--- config.mk ---
export PLATFORM = sky130hd
export DESIGN_NAME = ir_key_ctrl
export DESIGN_NICKNAME = d
export VERILOG_FILES = /design/src/rtl/ir_key_ctrl_pkg.sv /design/src/rtl/ir_key_ctrl_evt_fifo.sv /design/src/rtl/ir_key_ctrl.sv
export SDC_FILE = /design/constraint.sdc
export NUM_CORES = 1
export LEC_CHECK = 0
export ABC_AREA = 1
export CAP_MARGIN = 5
export CORE_MARGIN = 2
export CORE_UTILIZATION = 63
export CTS_CLUSTER_DIAMETER = 200
export CTS_CLUSTER_SIZE = 10
export DETAILED_ROUTE_END_ITERATION = 10
export MAX_ROUTING_LAYER = met4
export PLACE_DENSITY_LB_ADDON = 0.25
export SLEW_MARGIN = 0
export SYNTH_ARGS = -nofsm -noshare
export SYNTH_HDL_FRONTEND = slang
export SYNTH_HIERARCHICAL = 1
export SYNTH_SLANG_ARGS = --single-unit
--- constraint.sdc ---
create_clock -name clk27 -period 3.8 [get_ports clk27]
set_clock_uncertainty 0.05 [all_clocks]
set_input_delay 1.14 -clock clk27 [delete_from_list [all_inputs] [get_ports clk27]]
set_output_delay 1.14 -clock clk27 [all_outputs]
set_load 0.03 [all_outputs]
--- src/rtl/ir_key_ctrl_pkg.sv ---
// Shared types for the IR key-event sequencer: event type codes, FSM states
// and the event word layout.
package ir_key_ctrl_pkg;

    localparam int unsigned EVT_W = 10;
    localparam int unsigned TMR_W = 24;

    typedef enum logic [1:0] {
        EVT_NONE    = 2'b00,
        EVT_PRESS   = 2'b01,
        EVT_REPEAT  = 2'b10,
        EVT_RELEASE = 2'b11
    } evt_type_e;

    typedef enum logic [1:0] {
        ST_IDLE,
        ST_HOLD_DLY,
        ST_HOLD_RPT,
        ST_PRESS_PEND
    } key_state_e;

    // Event word: {type[1:0], cmd[7:0]}
    function automatic logic [EVT_W-1:0] make_evt(input evt_type_e kind, input logic [7:0] cmd);
        return {kind, cmd};
    endfunction

endpackage

--- src/rtl/ir_key_ctrl_evt_fifo.sv ---
// First-word-fall-through event FIFO. head shows the oldest entry (0 when
// empty); a push into a full FIFO without a simultaneous pop is dropped and
// flagged on drop.
module ir_evt_fifo
    import ir_key_ctrl_pkg::*;
#(
    parameter int unsigned AW = 2
) (
    input  logic             clk,
    input  logic             rst_n,
    input  logic             push,
    input  logic [EVT_W-1:0] push_data,
    input  logic             pop,
    output logic             full,
    output logic             empty,
    output logic             drop,
    output logic [EVT_W-1:0] head
);

    localparam int unsigned DEPTH = 1 << AW;

    logic [EVT_W-1:0] mem [DEPTH];
    logic [AW:0]      wr_ptr;
    logic [AW:0]      rd_ptr;
    logic             pop_ok;
    logic             push_ok;

    assign empty   = (wr_ptr == rd_ptr);
    assign full    = (wr_ptr[AW] != rd_ptr[AW]) && (wr_ptr[AW-1:0] == rd_ptr[AW-1:0]);
    assign pop_ok  = pop && !empty;
    // A pop on the same edge frees the slot, so push into full is still legal.
    assign push_ok = push && (!full || pop_ok);
    assign drop    = push && full && !pop_ok;
    assign head    = empty ? '0 : mem[rd_ptr[AW-1:0]];

    // Pointer update
    always_ff @(posedge clk or negedge rst_n) begin
        if (!rst_n) begin
            wr_ptr <= '0;
            rd_ptr <= '0;
        end else begin
            if (push_ok) wr_ptr <= wr_ptr + 1'b1;
            if (pop_ok)  rd_ptr <= rd_ptr + 1'b1;
        end
    end

    // Storage write; contents are masked by empty so no reset is needed
    always_ff @(posedge clk) begin
        if (push_ok) mem[wr_ptr[AW-1:0]] <= push_data;
    end

endmodule

--- src/rtl/ir_key_ctrl.sv ---
// Key-event sequencer: turns the IR receiver's held code and per-frame ack
// into PRESS / REPEAT / RELEASE events with locally generated repeat timing,
// queued in a small FWFT FIFO for firmware.
module ir_key_ctrl
    import ir_key_ctrl_pkg::*;
#(
    parameter logic [7:0]  REMOTE_ADDR    = 8'h3E,
    parameter bit          ADDR_FILTER_EN = 1'b1,
    parameter int unsigned RPT_DELAY      = 13500000,
    parameter int unsigned RPT_RATE       = 2700000,
    parameter int unsigned FIFO_AW        = 2
) (
    input  logic        clk27,
    input  logic        reset_n,
    input  logic [15:0] ir_code,
    input  logic        ir_code_ack,
    input  logic        evt_rd,
    input  logic        ovf_clr,
    output logic        evt_valid,
    output logic [9:0]  evt_data,
    output logic        evt_overflow,
    output logic        key_held,
    output logic [7:0]  held_cmd
);

    localparam logic [TMR_W-1:0] DLY_LAST  = TMR_W'(RPT_DELAY - 1);
    localparam logic [TMR_W-1:0] RATE_LAST = TMR_W'(RPT_RATE - 1);

    key_state_e       state_q, state_d;
    logic [TMR_W-1:0] timer_q, timer_d;
    logic [7:0]       held_q, held_d;
    logic [7:0]       pend_q, pend_d;
    logic             key_held_q;
    logic             ovf_q;

    logic             addr_ok;
    logic             accept;
    logic             rel;
    logic             push;
    logic [EVT_W-1:0] push_data;

    logic             fifo_full;
    logic             fifo_empty;
    logic             fifo_drop;
    logic [EVT_W-1:0] fifo_head;

    assign addr_ok = !ADDR_FILTER_EN || (ir_code[15:8] == REMOTE_ADDR);
    assign accept  = ir_code_ack && (ir_code != '0) && addr_ok;
    assign rel     = (ir_code == '0);

    // Next-state, timer and event generation; at most one push per cycle
    always_comb begin
        state_d   = state_q;
        timer_d   = timer_q + 1'b1;
        held_d    = held_q;
        pend_d    = pend_q;
        push      = 1'b0;
        push_data = '0;
        unique case (state_q)
            ST_IDLE: begin
                timer_d = '0;
                if (accept) begin
                    held_d    = ir_code[7:0];
                    push      = 1'b1;
                    push_data = make_evt(EVT_PRESS, ir_code[7:0]);
                    state_d   = ST_HOLD_DLY;
                end
            end
            ST_HOLD_DLY, ST_HOLD_RPT: begin
                if (rel) begin
                    push      = 1'b1;
                    push_data = make_evt(EVT_RELEASE, held_q);
                    held_d    = '0;
                    timer_d   = '0;
                    state_d   = ST_IDLE;
                end else if (accept && (ir_code[7:0] != held_q)) begin
                    // Release the old key now, press the new one next cycle
                    push      = 1'b1;
                    push_data = make_evt(EVT_RELEASE, held_q);
                    pend_d    = ir_code[7:0];
                    timer_d   = '0;
                    state_d   = ST_PRESS_PEND;
                end else if ((state_q == ST_HOLD_DLY) && (timer_q == DLY_LAST)) begin
                    push      = 1'b1;
                    push_data = make_evt(EVT_REPEAT, held_q);
                    timer_d   = '0;
                    state_d   = ST_HOLD_RPT;
                end else if ((state_q == ST_HOLD_RPT) && (timer_q == RATE_LAST)) begin
                    push      = 1'b1;
                    push_data = make_evt(EVT_REPEAT, held_q);
                    timer_d   = '0;
                end
            end
            ST_PRESS_PEND: begin
                // A release seen here is handled by HOLD_DLY on the next cycle
                held_d    = pend_q;
                push      = 1'b1;
                push_data = make_evt(EVT_PRESS, pend_q);
                timer_d   = '0;
                state_d   = ST_HOLD_DLY;
            end
            default: begin
                timer_d = '0;
                held_d  = '0;
                state_d = ST_IDLE;
            end
        endcase
    end

    // FSM state, timer and latched key registers
    always_ff @(posedge clk27 or negedge reset_n) begin
        if (!reset_n) begin
            state_q    <= ST_IDLE;
            timer_q    <= '0;
            held_q     <= '0;
            pend_q     <= '0;
            key_held_q <= 1'b0;
        end else begin
            state_q    <= state_d;
            timer_q    <= timer_d;
            held_q     <= held_d;
            pend_q     <= pend_d;
            key_held_q <= (state_d != ST_IDLE);
        end
    end

    // Sticky overflow flag; a drop in the same cycle as a clear wins
    always_ff @(posedge clk27 or negedge reset_n) begin
        if (!reset_n) begin
            ovf_q <= 1'b0;
        end else if (fifo_drop && fifo_full) begin
            ovf_q <= 1'b1;
        end else if (ovf_clr) begin
            ovf_q <= 1'b0;
        end
    end

    ir_evt_fifo #(
        .AW (FIFO_AW)
    ) u_fifo (
        .clk       (clk27),
        .rst_n     (reset_n),
        .push      (push),
        .push_data (push_data),
        .pop       (evt_rd),
        .full      (fifo_full),
        .empty     (fifo_empty),
        .drop      (fifo_drop),
        .head      (fifo_head)
    );

    assign evt_valid    = !fifo_empty;
    assign evt_data     = fifo_head;
    assign evt_overflow = ovf_q;
    assign key_held     = key_held_q;
    assign held_cmd     = held_q;

endmodule

==> flow_summary.ini <==
[critical_path]
critPathKind = reg2out
rrSetupSlack_ns = 1.05
path_cells = clkinvlp_4 > o21ai_0 > o22ai_1 > nand2_1 > inv_1 > clkdlybuf4s50_1
crit_fanout = 21
end_kind = primary output
arrival_ns = 2.45
cp_slowest_cell = clkdlybuf4s50_1
startpoint = u_fifo/rd_ptr[0]
reg2reg_depth = 9
worstSetupStartpointType = register
timing.rr.start = state_q[0]
r2r-end = u_fifo/mem[1][6]
max_stage_delay_ns = 0.58
crit_family = buffers and inverters
required_ns = 2.61
cp_num_buf_inv = 3
path_depth = 6

[place]
dp_hpwl_um = 7900
port_buffers = 41
gp_congestion = 0.940

[timing]
relSlewSlack_pct = 39.1
whs_ns = 0.452
maxSlewViolCount = 0
finalCritPeriodShare_pct = 95.8
setup-tns-final_ns = 0
hold_violations = 0
fmax_mhz = 275
setup_viol = 0
rsz0062_at_grt = no
period_minus_slack_ns = 3.64
tightest_slew_ns = 0.914

[hold_path]
hold_depth = 2
hp-start = pend_q[2]
whs_endpoint = pend_q[2]
hold_path_class = reg2reg

[status]
status = completed

[clock_tree]
clk_latency_ns = 0.36
h-tree-depth = 3
clkSlewWorstSetupHoldPaths_ns = 0.10
cts-buffers-inserted = 9
cts_buffer_depth = 2
cts_root_buffer = clkbuf_8
cts_hold_buf = 0
clock_sink_count = 90
post_cts_resize_count = 0
cts_tree = built
post_cts_buffers = 0

[final_layout]
layout_common_cells = nand2_1 (141), nor2_1 (91), inv_1 (64)
drive_gt1_share_pct = 8.96
mostFrequentLayoutCell = nand2_1
layout.nets = 674
syn_to_final_growth_pct = 14.2
n_antenna_cell = 0

[global_routing]
grt_max_degree = 33
grt_pass1_wl_um = 17800
grt.total_usage_pct = 27.1
grt_remaining_overflow = 0
antenna_found_initial = 0
grt_pass1_vias = 3747

[yosys]
ys_warn_count = 6
netlist.area_leader.share_pct = 25.2
syn-cell-area_sq_mm = 0.00496
syn_inst = 599
ys.flop_type = dfrtp_1
avgSynthCellArea_sq_um = 8.28
synth-seq-cells = 90
seq_area_frac_synth_pct = 49.5
synthTopCellsByArea = dfrtp_1 (25%), edfxtp_1 (24%), nand2_1 (11%)
synth_cell_types = 37
async_flop_share_pct = 55.6
synth_top_area_cell = dfrtp_1
synth_edf_count = 40
synth_nets = 631

[route]
routedWlPerCell_um = 14.1
vias = 4135
drcViolationCount = 0
ant_nets = 0
drtIter0Drc = 421
drt_wl_total_um = 10600
dr.pass1.iters = 5
via_per_inst = 5.52

[floorplan]
die_h_um = 92.7
die-area_sq_mm = 0.00859
core_area_sq_mm = 0.00769
io_pins = 42
row_count = 32
die_w_um = 92.7
initial_core_util_pct = 64.5

[pwr]
powerDensity_mw_per_mm2 = 523
leakage_nw = 2.33
vdd_drop_max_v = 0.000274

[flow_run]
drv_cap = 0
## stage by stage
stage | instance area (sq um) | setup slack, ns | std cells | utilization, % | power [mW]
final | 5660 | 0.159 | 749 | 73.6 | 2.96
after global routing | 5660 | 0.00312 | 749 | 73.6 | 3.13
after CTS | 5650 | 0.0756 | 749 | 73.5 | 2.96
after detailed placement | 5450 | 0.333 | 733 | 70.9 | 2.33
after global placement | 5450 | 0.419 | 733 | 70.9 | 2.29
after floorplan | 4960 | 0.758 | 599 | - | 1.92
## metal layers
| layer | up-vias | global-route usage [%] | routed length [um] |
|---|---|---|---|
| li1 | 2041 | - | - |
| met1 | 1921 | 39.0 | 4810 |
| met2 | 169 | 41.4 | 4920 |
| met3 | 4 | 4.31 | 786 |
| met4 | 0 | 6.00 | 45 |
| met5 | - | - | 0 |
## worst max path at each step
stage,to,slack (ns)
6_report,evt_data[6],0.16
5_1_grt,evt_data[6],0.003
4_1_cts,evt_data[8],0.08
3_5_place_dp,u_fifo/mem[2][6],0.33
3_3_place_gp,u_fifo/mem[3][1],0.42
2_1_floorplan,u_fifo/mem[0][0],0.76
## cell families after synthesis
| kind of cell | synth area share (%) |
|---|---|
| AND/OR/NAND/NOR | 28.5 |
| flip-flops | 49.5 |
| buffers and inverters | 7.04 |
| AO/OA/AOI/OAI | 8.51 |
| XOR/XNOR | 3.69 |
| adder cells (fa/ha/maj) | 2.78 |
## layout make-up
type	count	area (sq um)
Sequential cell	90	2450
Multi-Input combinational cell	424	2160
Fill cell	565	2030
Timing Repair Buffer	48	458
Inverter	69	263
Tap cell	102	128
Clock buffer	9	124
Clock inverter	7	71.3
## worst min-delay path, cell delays in order, from the launching register on
cell     delay [ns]
dfrtp_1        0.36
nand2_1        0.05
o21ai_1        0.06
## registers in the layout (all words and copies together), names as in the netlist
name and cells:
u_fifo/mem 40, timer_q 24, held_cmd 8, pend_q 8, u_fifo/rd_ptr 3, u_fifo/wr_ptr 3, state_q 2, evt_overflow 1
key_held 1
## power breakdown
part           internal [mW]  leakage [nW]  switching (mW)
clock network          0.257        0.0931           0.369
logic                  0.438          1.24           0.720
registers               1.07         0.993           0.104
total                   1.77          2.33            1.19
## cells in the mapped netlist, drive strengths merged, types with 11 or more instances
cell type / count
ha: 11
nand3: 38
a21oi: 14
xnor2: 11
o21ai: 45
nand2: 147
edfxtp: 40
dfrtp: 50
inv: 69
nand4: 11
nor2: 105
o22ai: 11
Note: power is estimated with default switching activity, not from simulation.
